--- config.mk ---
export PLATFORM = sky130hd
export DESIGN_NAME = memory_stage
export DESIGN_NICKNAME = d
export VERILOG_FILES = /design/src/rtl/memory_stage_pkg.sv /design/src/rtl/memory_stage_mem_align.sv /design/src/rtl/memory_stage_reg.sv /design/src/rtl/memory_stage.sv
export SDC_FILE = /design/constraint.sdc
export NUM_CORES = 1
export LEC_CHECK = 0
export CORE_ASPECT_RATIO = 1.75
export CORE_MARGIN = 3
export CORE_UTILIZATION = 48
export DETAILED_ROUTE_END_ITERATION = 16
export PLACE_DENSITY_LB_ADDON = 0.12
export REMOVE_ABC_BUFFERS = 1
export SKIP_CTS_REPAIR_TIMING = 1
export SYNTH_ARGS = -nofsm -noshare
export SYNTH_HDL_FRONTEND = slang
export SYNTH_SLANG_ARGS = --single-unit
--- constraint.sdc ---
create_clock -name clk -period 2.6 [get_ports clk]
set_input_delay 0.26 -clock clk [delete_from_list [all_inputs] [get_ports clk]]
set_output_delay 0.26 -clock clk [all_outputs]
set_load 0.01 [all_outputs]
--- src/rtl/memory_stage_pkg.sv ---
// Shared definitions for the memory stage: bundle bit positions, size and
// writeback-select codes, FSM state encoding.
package memory_stage_pkg;

  localparam int unsigned XLEN     = 32;
  localparam int unsigned BUNDLE_W = 7;
  localparam int unsigned DEST_W   = 5;

  localparam int unsigned B_MEM_READ  = 6;
  localparam int unsigned B_MEM_WRITE = 5;
  localparam int unsigned B_SIZE_HI   = 4;
  localparam int unsigned B_SIZE_LO   = 3;
  localparam int unsigned B_UNSIGNED  = 2;
  localparam int unsigned B_WB_HI     = 1;
  localparam int unsigned B_WB_LO     = 0;

  localparam logic [1:0] SZ_BYTE = 2'b00;
  localparam logic [1:0] SZ_HALF = 2'b01;
  localparam logic [1:0] SZ_WORD = 2'b10;

  localparam logic [1:0] WB_ALU  = 2'b00;
  localparam logic [1:0] WB_MEM  = 2'b01;
  localparam logic [1:0] WB_PC   = 2'b10;
  localparam logic [1:0] WB_NONE = 2'b11;

  typedef enum logic {
    S_IDLE = 1'b0,
    S_WAIT = 1'b1
  } state_t;

endpackage

--- src/rtl/memory_stage_mem_align.sv ---
// Byte-lane steering for the data port: store replication and byte enables,
// misalignment detection, and load lane extraction with sign/zero extension.
module memory_stage_mem_align
  import memory_stage_pkg::*;
(
  input  logic [1:0]      size,
  input  logic [1:0]      addr_lo,
  input  logic            is_write,
  input  logic            load_unsigned,
  input  logic [XLEN-1:0] store_data,
  input  logic [XLEN-1:0] rdata,
  output logic [3:0]      be_c,
  output logic [XLEN-1:0] wdata_c,
  output logic            misalign_c,
  output logic [XLEN-1:0] load_data_c
);

  logic [7:0]  byte_lane;
  logic [15:0] half_lane;

  always_comb begin
    be_c        = 4'hF;
    wdata_c     = store_data;
    misalign_c  = 1'b0;
    load_data_c = rdata;
    byte_lane   = rdata[{addr_lo, 3'b000} +: 8];
    half_lane   = addr_lo[1] ? rdata[31:16] : rdata[15:0];

    case (size)
      SZ_BYTE: begin
        wdata_c     = {4{store_data[7:0]}};
        be_c        = 4'b0001 << addr_lo;
        load_data_c = load_unsigned ? {24'b0, byte_lane} : {{24{byte_lane[7]}}, byte_lane};
      end
      SZ_HALF: begin
        wdata_c     = {2{store_data[15:0]}};
        be_c        = 4'b0011 << addr_lo;
        misalign_c  = addr_lo[0];
        load_data_c = load_unsigned ? {16'b0, half_lane} : {{16{half_lane[15]}}, half_lane};
      end
      SZ_WORD: misalign_c = (addr_lo != 2'b00);
      default: misalign_c = 1'b1;
    endcase

    // Reads always fetch the full word; lane selection happens on the way back.
    if (!is_write) be_c = 4'hF;
  end

endmodule

--- src/rtl/memory_stage_reg.sv ---
// Generic enabled pipeline register with synchronous active-high clear.
module memory_stage_reg #(
  parameter int unsigned W = 32
) (
  input  logic         clk,
  input  logic         reset,
  input  logic         en,
  input  logic [W-1:0] d,
  output logic [W-1:0] q
);

  always_ff @(posedge clk) begin
    if (reset)   q <= '0;
    else if (en) q <= d;
  end

endmodule

--- src/rtl/memory_stage.sv ---
// Memory pipeline stage: registers execute results, runs req/ack data accesses
// and produces registered writeback. Define MEM_TIMEOUT_EN for the ack timeout.
module memory_stage
  import memory_stage_pkg::*;
#(
  parameter int unsigned TIMEOUT = 64
) (
  input  logic                clk,
  input  logic                reset,
  input  logic [BUNDLE_W-1:0] bundle_in,
  input  logic [XLEN-1:0]     alu_in,
  input  logic [XLEN-1:0]     store_in,
  input  logic [XLEN-1:0]     pc_seq_in,
  input  logic [DEST_W-1:0]   dest_in,
  input  logic                valid_in,
  output logic                stall_out,
  output logic                mem_req_out,
  output logic                mem_we_out,
  output logic [XLEN-1:0]     mem_addr_out,
  output logic [XLEN-1:0]     mem_wdata_out,
  output logic [3:0]          mem_be_out,
  input  logic                mem_ack_in,
  input  logic [XLEN-1:0]     mem_rdata_in,
  output logic                wb_en_out,
  output logic [DEST_W-1:0]   wb_dest_out,
  output logic [XLEN-1:0]     wb_data_out,
  output logic                valid_out,
  output logic                misalign_out,
  output logic                bus_err_out
);

  localparam int unsigned PIPE_W = 1 + BUNDLE_W + 3 * XLEN + DEST_W;

  logic                r_valid;
  logic [BUNDLE_W-1:0] r_bundle;
  logic [XLEN-1:0]     r_alu, r_store, r_pc;
  logic [DEST_W-1:0]   r_dest;
  logic                load_en;

  state_t              state;
  logic                mem_op_c, misalign_c, align_mis_c, timeout_c, done_c;
  logic [XLEN-1:0]     load_data_c, wb_data_c;
  logic [1:0]          wb_sel;

  assign load_en = ~stall_out;

  memory_stage_reg #(.W(PIPE_W)) u_pipe (
    .clk   (clk),
    .reset (reset),
    .en    (load_en),
    .d     ({valid_in, bundle_in, alu_in, store_in, pc_seq_in, dest_in}),
    .q     ({r_valid, r_bundle, r_alu, r_store, r_pc, r_dest})
  );

  memory_stage_mem_align u_mem_align (
    .size          (r_bundle[B_SIZE_HI:B_SIZE_LO]),
    .addr_lo       (r_alu[1:0]),
    .is_write      (r_bundle[B_MEM_WRITE]),
    .load_unsigned (r_bundle[B_UNSIGNED]),
    .store_data    (r_store),
    .rdata         (mem_rdata_in),
    .be_c          (mem_be_out),
    .wdata_c       (mem_wdata_out),
    .misalign_c    (align_mis_c),
    .load_data_c   (load_data_c)
  );

  assign wb_sel       = r_bundle[B_WB_HI:B_WB_LO];
  assign mem_op_c     = r_valid & (r_bundle[B_MEM_READ] | r_bundle[B_MEM_WRITE]);
  assign misalign_c   = mem_op_c & align_mis_c;
  assign mem_we_out   = r_bundle[B_MEM_WRITE];
  assign mem_addr_out = {r_alu[XLEN-1:2], 2'b00};

`ifdef MEM_TIMEOUT_EN
  localparam int unsigned CNT_W = (TIMEOUT > 2) ? $clog2(TIMEOUT) : 1;
  logic [CNT_W-1:0] wait_cnt;

  // Ack in the final wait cycle still wins over the timeout.
  assign timeout_c = (state == S_WAIT) && (wait_cnt == CNT_W'(TIMEOUT - 1)) && !mem_ack_in;

  always_ff @(posedge clk) begin
    if (reset || state == S_IDLE) wait_cnt <= '0;
    else                          wait_cnt <= wait_cnt + CNT_W'(1);
  end
`else
  logic unused_timeout;
  assign unused_timeout = ^TIMEOUT;
  assign timeout_c      = 1'b0;
`endif

  // Request and stall are combinational so a zero-wait ack costs no cycle.
  assign mem_req_out = !reset && ((state == S_WAIT) ? !timeout_c : (mem_op_c && !align_mis_c));
  assign stall_out   = mem_req_out & ~mem_ack_in;
  assign done_c      = !reset && r_valid &&
                       (!mem_op_c || misalign_c || (mem_req_out && mem_ack_in) || timeout_c);

  always_comb begin
    wb_data_c = '0;
    case (wb_sel)
      WB_ALU:  wb_data_c = r_alu;
      WB_MEM:  wb_data_c = load_data_c;
      WB_PC:   wb_data_c = r_pc;
      default: wb_data_c = '0;
    endcase
  end

  always_ff @(posedge clk) begin
    if (reset) begin
      state        <= S_IDLE;
      valid_out    <= 1'b0;
      wb_en_out    <= 1'b0;
      wb_dest_out  <= '0;
      wb_data_out  <= '0;
      misalign_out <= 1'b0;
      bus_err_out  <= 1'b0;
    end else begin
      case (state)
        S_IDLE:  if (mem_req_out && !mem_ack_in) state <= S_WAIT;
        S_WAIT:  if (mem_ack_in || timeout_c)    state <= S_IDLE;
        default: state <= S_IDLE;
      endcase
      valid_out    <= done_c;
      wb_en_out    <= done_c && (wb_sel != WB_NONE) && !misalign_c && !timeout_c;
      misalign_out <= done_c && misalign_c;
      bus_err_out  <= done_c && timeout_c;
      if (done_c) begin
        wb_dest_out <= r_dest;
        wb_data_out <= wb_data_c;
      end
    end
  end

endmodule

# ---- Word-level counts from Yosys, hierarchy flattened
# Cells that the tools add are included.
dict set report totals {
  register_bits 150
  inputBits 144
  out_inout_bits 112
  wordCells 53
}
dict set report op_classes {
  n_eq_ne 5
  shift 3
  n_mux 13
  bitwise_logic 6
  n_reduce_logical 19
}
# cell n
set op_table {}
lappend op_table {{$pmux W32 S2} 2}
lappend op_table {{$pmux W32 S3} 1}
lappend op_table {{$mux W32} 2}
lappend op_table {{$shiftx A32 B6 Y8} 1}
lappend op_table {{$mux W16} 1}
lappend op_table {{$logic_and A1 B1 Y1} 9}
lappend op_table {{$pmux W4 S2} 1}
lappend op_table {{$logic_not A1 Y1} 5}
lappend op_table {{$eq A2 B1 Y1 const B} 2}
lappend op_table {{$eq A2 B2 Y1 const B} 2}
lappend op_table {{$logic_not A2 Y1} 2}
lappend op_table {{$mux W4} 1}
lappend op_table {{$shl A1 B2 Y4 const A} 1}
lappend op_table {{$shl A2 B2 Y4 const A} 1}
lappend op_table {{$and A1 B1 Y1} 3}
lappend op_table {{$mux W1} 3}
lappend op_table {{$pmux W1 S3} 1}
lappend op_table {{$logic_or A1 B1 Y1} 2}
lappend op_table {{$ne A2 B2 Y1 const B} 1}
lappend op_table {{$not A1 Y1} 2}
lappend op_table {{$pmux W1 S2} 1}
lappend op_table {{$reduce_bool A2 Y1} 1}
lappend op_table {{$or A1 B1 Y1} 1}

# ---- Depth between registers and ports, before layout
# Gate-level depths: netlist of run 1.
dict set report logic_depth {
  depth_word 11
  depth_mapped 8
}

# ---- Cells and area by module
# From an unflattened synthesis of run 1, not the netlist that was laid out.
dict set report hier_totals {
  hier_cells 744
  area_unflattened_um2 7248.2
}
# module instances cells_per_inst area_each_um2 seq_area_each_um2
set modules_own_cells {}
lappend modules_own_cells {memory_stage_reg 1 351 3832.4 2182.1}
lappend modules_own_cells {memory_stage 1 242 2363.5 820.8}
lappend modules_own_cells {memory_stage_mem_align 1 151 1052.3 0.0}

# ---- Worst setup path before layout of run 1
# OpenSTA, ideal clock, no wires.
dict set report synth_timing {
  path_type {register to output}
  from {register u_pipe.q[105]}
  to {output port mem_wdata_out[19]}
  arrival_ns 1.495
  slack_ns 0.845
  stages_incl_launch_ff 5
  cell_sequence {dfxtp_1 buf_2 clkbuf_1 buf_1 mux2_2}
}
dict set report synth_between {
  elab_chain_len 2
  word_cells_on_any_way 3
  classes_between {1 x eq/ne; 1 x mux; 1 x reduce/logical}
}
# element line_no
set synth_lines {}
lappend synth_lines {{start: declaration} memory_stage_reg.sv:9} ;# output logic [W-1:0] q
lappend synth_lines {{start signal: assignment} memory_stage_reg.sv:13} ;# if (reset) q <= '0;
lappend synth_lines {{start signal: assignment} memory_stage_reg.sv:14} ;# else if (en) q <= d;
lappend synth_lines {{$eq A2 B1 Y1 or $logic_not A2 Y1 (tied branches)} memory_stage_mem_align.sv:29} ;# case (size)
lappend synth_lines {{$pmux W32 S2 (*)} memory_stage_mem_align.sv:29}
lappend synth_lines {{end: declaration} memory_stage.sv:20} ;# output logic [XLEN-1:0] mem_wdata_out,
# Mark *: on every way between the ends. The rest lies on a longest branch, timed or not.

# ---- Final worst setup path of run 1
dict set report layout_timing {
  from {register u_pipe.q[70]}
  to {output port stall_out}
}
dict set report layout_between {
  elab_chain_len 7
}
# element line_no
set layout_lines {}
lappend layout_lines {{$reduce_bool A2 Y1} memory_stage_mem_align.sv:41} ;# SZ_WORD: misalign_c = (addr_lo != 2'b00);
lappend layout_lines {{$pmux W1 S3} memory_stage_mem_align.sv:29}
lappend layout_lines {{$logic_not A1 Y1} memory_stage.sv:92} ;# assign mem_req_out = !reset && ((state == S_WAIT) ? !timeout_c : (mem_op_c && !align_mis_c));
lappend layout_lines {{$logic_and A1 B1 Y1} memory_stage.sv:92}
lappend layout_lines {{$mux W1} memory_stage.sv:92}
lappend layout_lines {{$logic_and A1 B1 Y1} memory_stage.sv:92}
lappend layout_lines {{$and A1 B1 Y1} memory_stage.sv:93} ;# assign stall_out = mem_req_out & ~mem_ack_in;
lappend layout_lines {{end: declaration} memory_stage.sv:16} ;# output logic stall_out,
# No other way between the ends.

==> results of run 1 <==
-- worst paths after layout --
check | startpoint | cells after the start | slack, ns | endpoint
max | u_pipe.q[70] | 5 | 0.09 | stall_out
min reg2reg | wb_dest_out[4] | 2 | 0.46 | wb_dest_out[4]
max reg2reg | u_pipe.q[70] | 4 | 0.39 | wb_data_out[25]
min | alu_in[15] | 2 | 0.42 | u_pipe.q[84]
-- power by group through the flow --
stage               Clock (mW)  Sequential (mW)  Combinational, mW
floorplan                    0             2.66              0.432
global placement             0             2.60               1.12
detailed placement           0             2.61               1.14
CTS                       2.47             2.56               1.14
global route              2.56             2.58               1.22
finish                    2.43             2.56               1.14
-- stage by stage --
step           total power, mW  setup slack, ns  setup TNS [ns]  cell area (µm²)  cells
3_3_place_gp              3.72            0.398               0             9160   1034
5_1_grt                   6.36         -0.00576        -0.00576             9750   1066
4_1_cts                   6.17           0.0372               0             9740   1066
6_report                  6.13           0.0851               0             9750   1066
2_1_floorplan             3.09            -5.07         -555.72             6210    583
3_5_place_dp              3.75            0.348               0             9160   1034
-- cell usage after synthesis (5+ instances only) --
cell        n
buf_4      46
o211ai_1    9
a22o_1    108
mux2i_1    42
nand2_1    58
a32oi_1    17
or4b_1      5
a21oi_1    17
o22ai_1    16
nand4_1     6
buf_2      28
dfxtp_1   150
nor2_1      8
nor3_1      5
nor2b_1    14
a22oi_1     6
clkbuf_1   28
mux2_2     23
a21o_1      5
nand3_1    10
o21ai_0    34
a32o_1     16
-- sequential cells by signal (all words and copies together), names as in the netlist --
register and count:
u_pipe.q 109, wb_data_out 32, wb_dest_out 5, misalign_out 1, state 1, valid_out 1
wb_en_out 1
-- critical path: stages (launching register included) --
cell             delay [ns]
dfxtp_1                0.59
o21ai_2                0.15
a31oi_1                0.33
nor3_2                 0.10
buf_4                  0.18
clkdlybuf4s50_1        0.48
-- cell families (layout without fill, tap and decap cells) --
family	count (synthesis)	after routing	share of synthesized area
muxes	66	66	0.103
buffers and inverters	110	310	0.0921
DFF	150	150	0.440
and+or+nand+nor	115	115	0.0819
other	1	3	0.000550
AOI/OAI and AO/OA	245	245	0.282
-- final cells by class --
class	instances	area (µm²)
Clock inverter	13	139
Clock buffer	19	443
Inverter	4	15.0
Sequential cell	150	3010
Multi-Input combinational cell	429	3210
Fill cell	1103	4160
Timing Repair Buffer	274	2710
Tap cell	177	221
-- per-layer routing --
metal | wire, µm | GRT usage | up-vias
met4 | 784 | 0.107 | 0
met5 | 0 | 0 | -
met3 | 1730 | 0.0797 | 49
li1 | - | - | 2930
met2 | 11400 | 0.477 | 279
met1 | 7990 | 0.300 | 3016
==> results by group, run 1 <==
Run status
  – Status: completed

Synth
  – Yosys cell types: 47
  – Register bit total from synthesis: 150
  – Main flop type after synthesis: dfxtp_1
  – Synth warnings: 0
  – Syn Inst Count: 687
  – Syn avg cell area: 9.92 µm²
  – Async set-reset flop share out of synthesis: 0
  – Cell area after synthesis: slightly below 7000 µm²
  – Ranking of synthesized cells by area: dfxtp_1, a22o_1, mux2i_1
  – Largest area contributor in the netlist: dfxtp_1
  – Seq/Total Area, Yosys: 0.440
  – Top cell type's share of synthesized area: 0.440
  – Post-synth EDFFs: 0

CTS
  – Num CTS Buffers: 17
  – Clock sink count: 150
  – H-tree Lvls: 4
  – Worst-Skew Late Latency: 0.43 ns
  – CTS Buffer Depth: 2
  – Clock transition at path regs: 0.07 ns
  – Root Driver: clkbuf_16
  – CTS tree: yes

GRT
  – Antenna violations before repair: 0
  – Vias in the first global route: 6278
  – Total GRT Usage: 0.272
  – Global-route wire length before repair: 32700 µm
  – Largest net degree at the start of global routing: between 50 and 60
  – GR Overflow Total: 0

Critical path
  – Arrival time of the worst setup path: about 2.3 ns
  – Crit Path Category: flip-flop to output port
  – Worst-path fanout max: 9
  – Crit start category: flip-flop
  – CP endpoint kind: output port
  – Worst Path Required: 2.34 ns

Pwr
  – Comb pwr share: 0.186
  – Maximum vdd drop: roughly 0.44 mV
  – Pint: 4.47 mW
  – Leakage: between 3 and 4 nW
  – P per Cell Area: 629 nW/µm²
  – Switch share: 0.272
  – Sequential power share: 0.418
  – Switching Power: 1.67 mW
  – Clk pwr share: 0.396

Route
  – DR iter-0 viols: 371
  – Via-to-Cell Ratio: 5.89
  – Drt wl/cell: approximately 20 µm
  – DR DRC count: 0
  – Drt total wl: about 22000 µm
  – Detail Route Antenna Nets: 0
  – Vias: 6274
  – 1st-pass router iterations: 5

Cells and area
  – Antenna Cells: 0
  – Layout Utilization: 0.701
  – Share of cells above drive strength 1: 0.102
  – Most frequent cells in the layout: clkdlybuf4s50_1, dfxtp_1, a22o_1
  – Synth-to-layout area growth: 43.0%
  – Most common cell after layout, fill and taps aside: clkdlybuf4s50_1
  – Nets: 1020

STA
  – Final setup viols: 0
  – Final Max Slew Viols: 0
  – FMAX: 398 MHz
  – Final Hold Violating Endpoints: 0
  – Minimum clock period: 2.51 ns
  – Worst slew pin tran: 0.996 ns
  – WHS: 0.421 ns
  – Post-Route Skew: 0.0113 ns
  – Relative slew margins: 0.335
  – Period utilisation layout: 0.967

Placement
  – IO Port Bufs: 252
  – Final RePlAce weighted congestion: slightly below 0.9
  – HPWL Detailed: 15900 µm

Floorplanning
  – DIE AREA: 15700 µm²
  – Initial Util: 0.490
  – Die width: roughly 96 µm
  – CORE AREA: 13900 µm²
  – FP Rows: 57
  – Die Height: 164 µm
  – IO Pins: ~260

Worst hold path
  – Hold Crit Class: input port to flip-flop

Job
  – Maximum capacitance violations: 0
(Power assumes the default switching activity.)
==> inputs of run 2 (changes only) <==
- ABC_CLOCK_PERIOD_IN_PS: not set -> 2600
==> results of run 2 <==
No change in the layout: final DEF, timing and power equal those of run 1.
==> inputs of run 3 (changes only) <==
- REMOVE_ABC_BUFFERS: 1 -> not set
==> run 3 against run 2 <==
Wire length rose by 1.7%. Utilization rose by 0.54 points. Worst setup slack got worse by 0.010 ns. First-iteration DRC count fell by 4.6%. Die area did not move. Critical path type unchanged. Largest cell class unchanged.
==> results by group, run 3 (same netlist as run 1, synthesis figures left out) <==
Cells and area
  – Max reg flops: 109 (unchanged)
  – Fillers: 1096 (was 1103)
  – Multi-input gate area: 3220 µm² (was 3210 µm²)
  – Nets: 1023 (was 1020)
  – Synth-to-layout area growth: 44.1% (was 43.0%)
  – Biggest register: u_pipe.q (unchanged)
  – Most common cell after layout, fill and taps aside: clkdlybuf4s50_1 (unchanged)
  – Share of cells above drive strength 1: 0.109 (was 0.102)
  – Layout Utilization: 0.707 (was 0.701)
  – Register area: 3010 µm² (about the same)
  – Most frequent cells in the layout: clkdlybuf4s50_1, dfxtp_1, a22o_1 (unchanged)
  – Biggest regs: u_pipe.q (109), wb_data_out (32), wb_dest_out (5) (unchanged)
  – Final Instance Area: 9830 µm² (was 9750 µm²)
  – Antenna Cells: 0 (unchanged)

Floorplanning
  – IO Pins: 256 (unchanged)
  – CORE AREA: 13900 µm² (unchanged)
  – Initial Util: 0.490 (unchanged)
  – Die width: 96.1 µm (unchanged)
  – DIE AREA: 15700 µm² (unchanged)
  – FP Rows: 57 (unchanged)
  – Die Height: 164 µm (unchanged)

GRT
  – GR Overflow Total: 0 (unchanged)
  – Total GRT Usage: 0.281 (was 0.272)
  – Vias in the first global route: 6446 (was 6278)
  – Global-route wire length before repair: 33900 µm (was 32700 µm)
  – Largest net degree at the start of global routing: 75 (was 58)
  – Antenna violations before repair: 1 (was 0)

Pwr
  – Comb pwr share: 0.182 (was 0.186)
  – Clk pwr share: 0.407 (was 0.396)
  – Leakage: 3.79 nW (was 3.75 nW)
  – Pint: 4.56 mW (was 4.47 mW)
  – P per Cell Area: 637 nW/µm² (was 629 nW/µm²)
  – Switching Power: 1.70 mW (was 1.67 mW)
  – Sequential power share: 0.411 (was 0.418)
  – Switch share: 0.272 (about the same)
  – Maximum vdd drop: 0.433 mV (was 0.439 mV)

CTS
  – CTS Buffer Depth: 2 (unchanged)
  – H-tree Lvls: 4 (unchanged)
  – Worst-Skew Late Latency: 0.42 ns (was 0.43 ns)
  – CTS tree: yes (unchanged)
  – Num CTS Buffers: 17 (unchanged)
  – Root Driver: clkbuf_16 (unchanged)
  – Clock transition at path regs: 0.07 ns (about the same)
  – Clock sink count: 150 (unchanged)

Route
  – DR iter-0 viols: 354 (was 371)
  – Vias: 6324 (was 6274)
  – Via-to-Cell Ratio: 5.92 (was 5.89)
  – Drt wl/cell: 20.8 µm (was 20.5 µm)
  – Detail Route Antenna Nets: 0 (unchanged)
  – Drt total wl: 22300 µm (was 21900 µm)
  – 1st-pass router iterations: 5 (unchanged)
  – DR DRC count: 0 (unchanged)

STA
  – Final Hold Violating Endpoints: 0 (unchanged)
  – Final setup viols: 0 (unchanged)
  – Post-Route Skew: 0.00891 ns (was 0.0113 ns)
  – FMAX: 396 MHz (was 398 MHz)
  – Final Max Slew Viols: 0 (unchanged)
  – Worst slew pin tran: 0.720 ns (was 0.996 ns)
  – Minimum clock period: 2.53 ns (was 2.51 ns)
  – Relative slew margins: 0.515 (was 0.335)
  – Period utilisation layout: 0.971 (was 0.967)

Critical path
  – Crit Path Category: flip-flop to output port (unchanged)
  – Slowest CP cell: clkdlybuf4s50_1 (was dfxtp_1)
  – Arrival time of the worst setup path: 2.27 ns (was 2.25 ns)
  – CP endpoint kind: output port (unchanged)
  – Max stage delay on crit path: 0.55 ns (was 0.59 ns)
  – Worst path cell trace: o21ai_2, a31oi_2, nor3_2, buf_4, buf_4, clkdlybuf4s50_1 (was o21ai_2, a31oi_1, nor3_2, buf_4, clkdlybuf4s50_1)
  – Crit start category: flip-flop (unchanged)
  – Worst-path fanout max: 9 (unchanged)
  – Worst Path Required: 2.34 ns (about the same)
  – Cell repeated most along the worst path: buf_4

Placement
  – Final RePlAce weighted congestion: 0.833 (was 0.869)
  – HPWL Detailed: 16600 µm (was 15900 µm)
  – IO Port Bufs: 252 (unchanged)
  – Placed Area: 9180 µm² (was 9160 µm²)

Run status
  – Status: completed (unchanged)

Job
  – Maximum capacitance violations: 0 (unchanged)

Worst hold path
  – Hold Crit Class: input port to flip-flop (unchanged)
[run 3: cell count changes in the layout (fill, tap and decap cells not counted), moves of 2 or more]
cell / change
clkinv_4: -2
clkinvlp_4: -2
inv_8: +3
buf_4: +2
[run 3: layout make-up]
| type | instances | share of cell area |
|---|---|---|
| clock buffer | 17 | 0.0433 |
| sequential | 150 | 0.306 |
| multi-input combinational | 429 | 0.328 |
| timing repair buffer | 277 | 0.280 |
| clock inverter | 15 | 0.0187 |
| tap | 177 | 0.0225 |
| inverter | 4 | 0.00153 |
[run 3: worst max-delay path, delay by kind of cell, from the launching register on]
family,cells,cell delay [ns]
flip-flops,1,0.39
AND/OR/NAND/NOR,1,0.19
AO/OA/AOI/OAI,2,0.41
buffers and inverters,3,0.85
[run 3: metrics by stage]
stage	worst slack (ns)	setup TNS [ns]	total power [mW]	hold slack, ns	cells
3_3_place_gp	0.318	0	3.73	0.443	1036
6_report	0.0749	0	6.26	0.421	1069
3_5_place_dp	0.289	0	3.75	0.447	1036
2_1_floorplan	0.845	0	3.18	0.337	689
4_1_cts	-0.102	-0.102	6.30	0.409	1068
5_1_grt	-0.0289	-0.0289	6.50	0.418	1069
[run 3: per-layer routing]
layer,part of all wire,GRT usage
met3,0.081,0.0733
met2,0.52,0.494
met5,0.00031,0
met4,0.039,0.128
met1,0.36,0.309
[run 3: worst paths after layout]
kind | from | endpoint | slack, ns | cells after the start
setup / recovery | u_pipe.q[104] | stall_out | 0.07 | 6
hold / removal | store_in[2] | u_pipe.q[39] | 0.42 | 2
setup reg to reg | u_pipe.q[70] | wb_data_out[3] | 0.43 | 6
hold reg to reg | wb_dest_out[4] | wb_dest_out[4] | 0.46 | 2
[run 3: power by group through the flow]
stage / clock network (mW) / logic, mW / registers (mW)
after floorplan: 0 / 0.596 / 2.58
after global placement: 0 / 1.11 / 2.61
after detailed placement: 0 / 1.13 / 2.62
after CTS: 2.59 / 1.14 / 2.57
after global routing: 2.68 / 1.22 / 2.59
final: 2.55 / 1.14 / 2.58
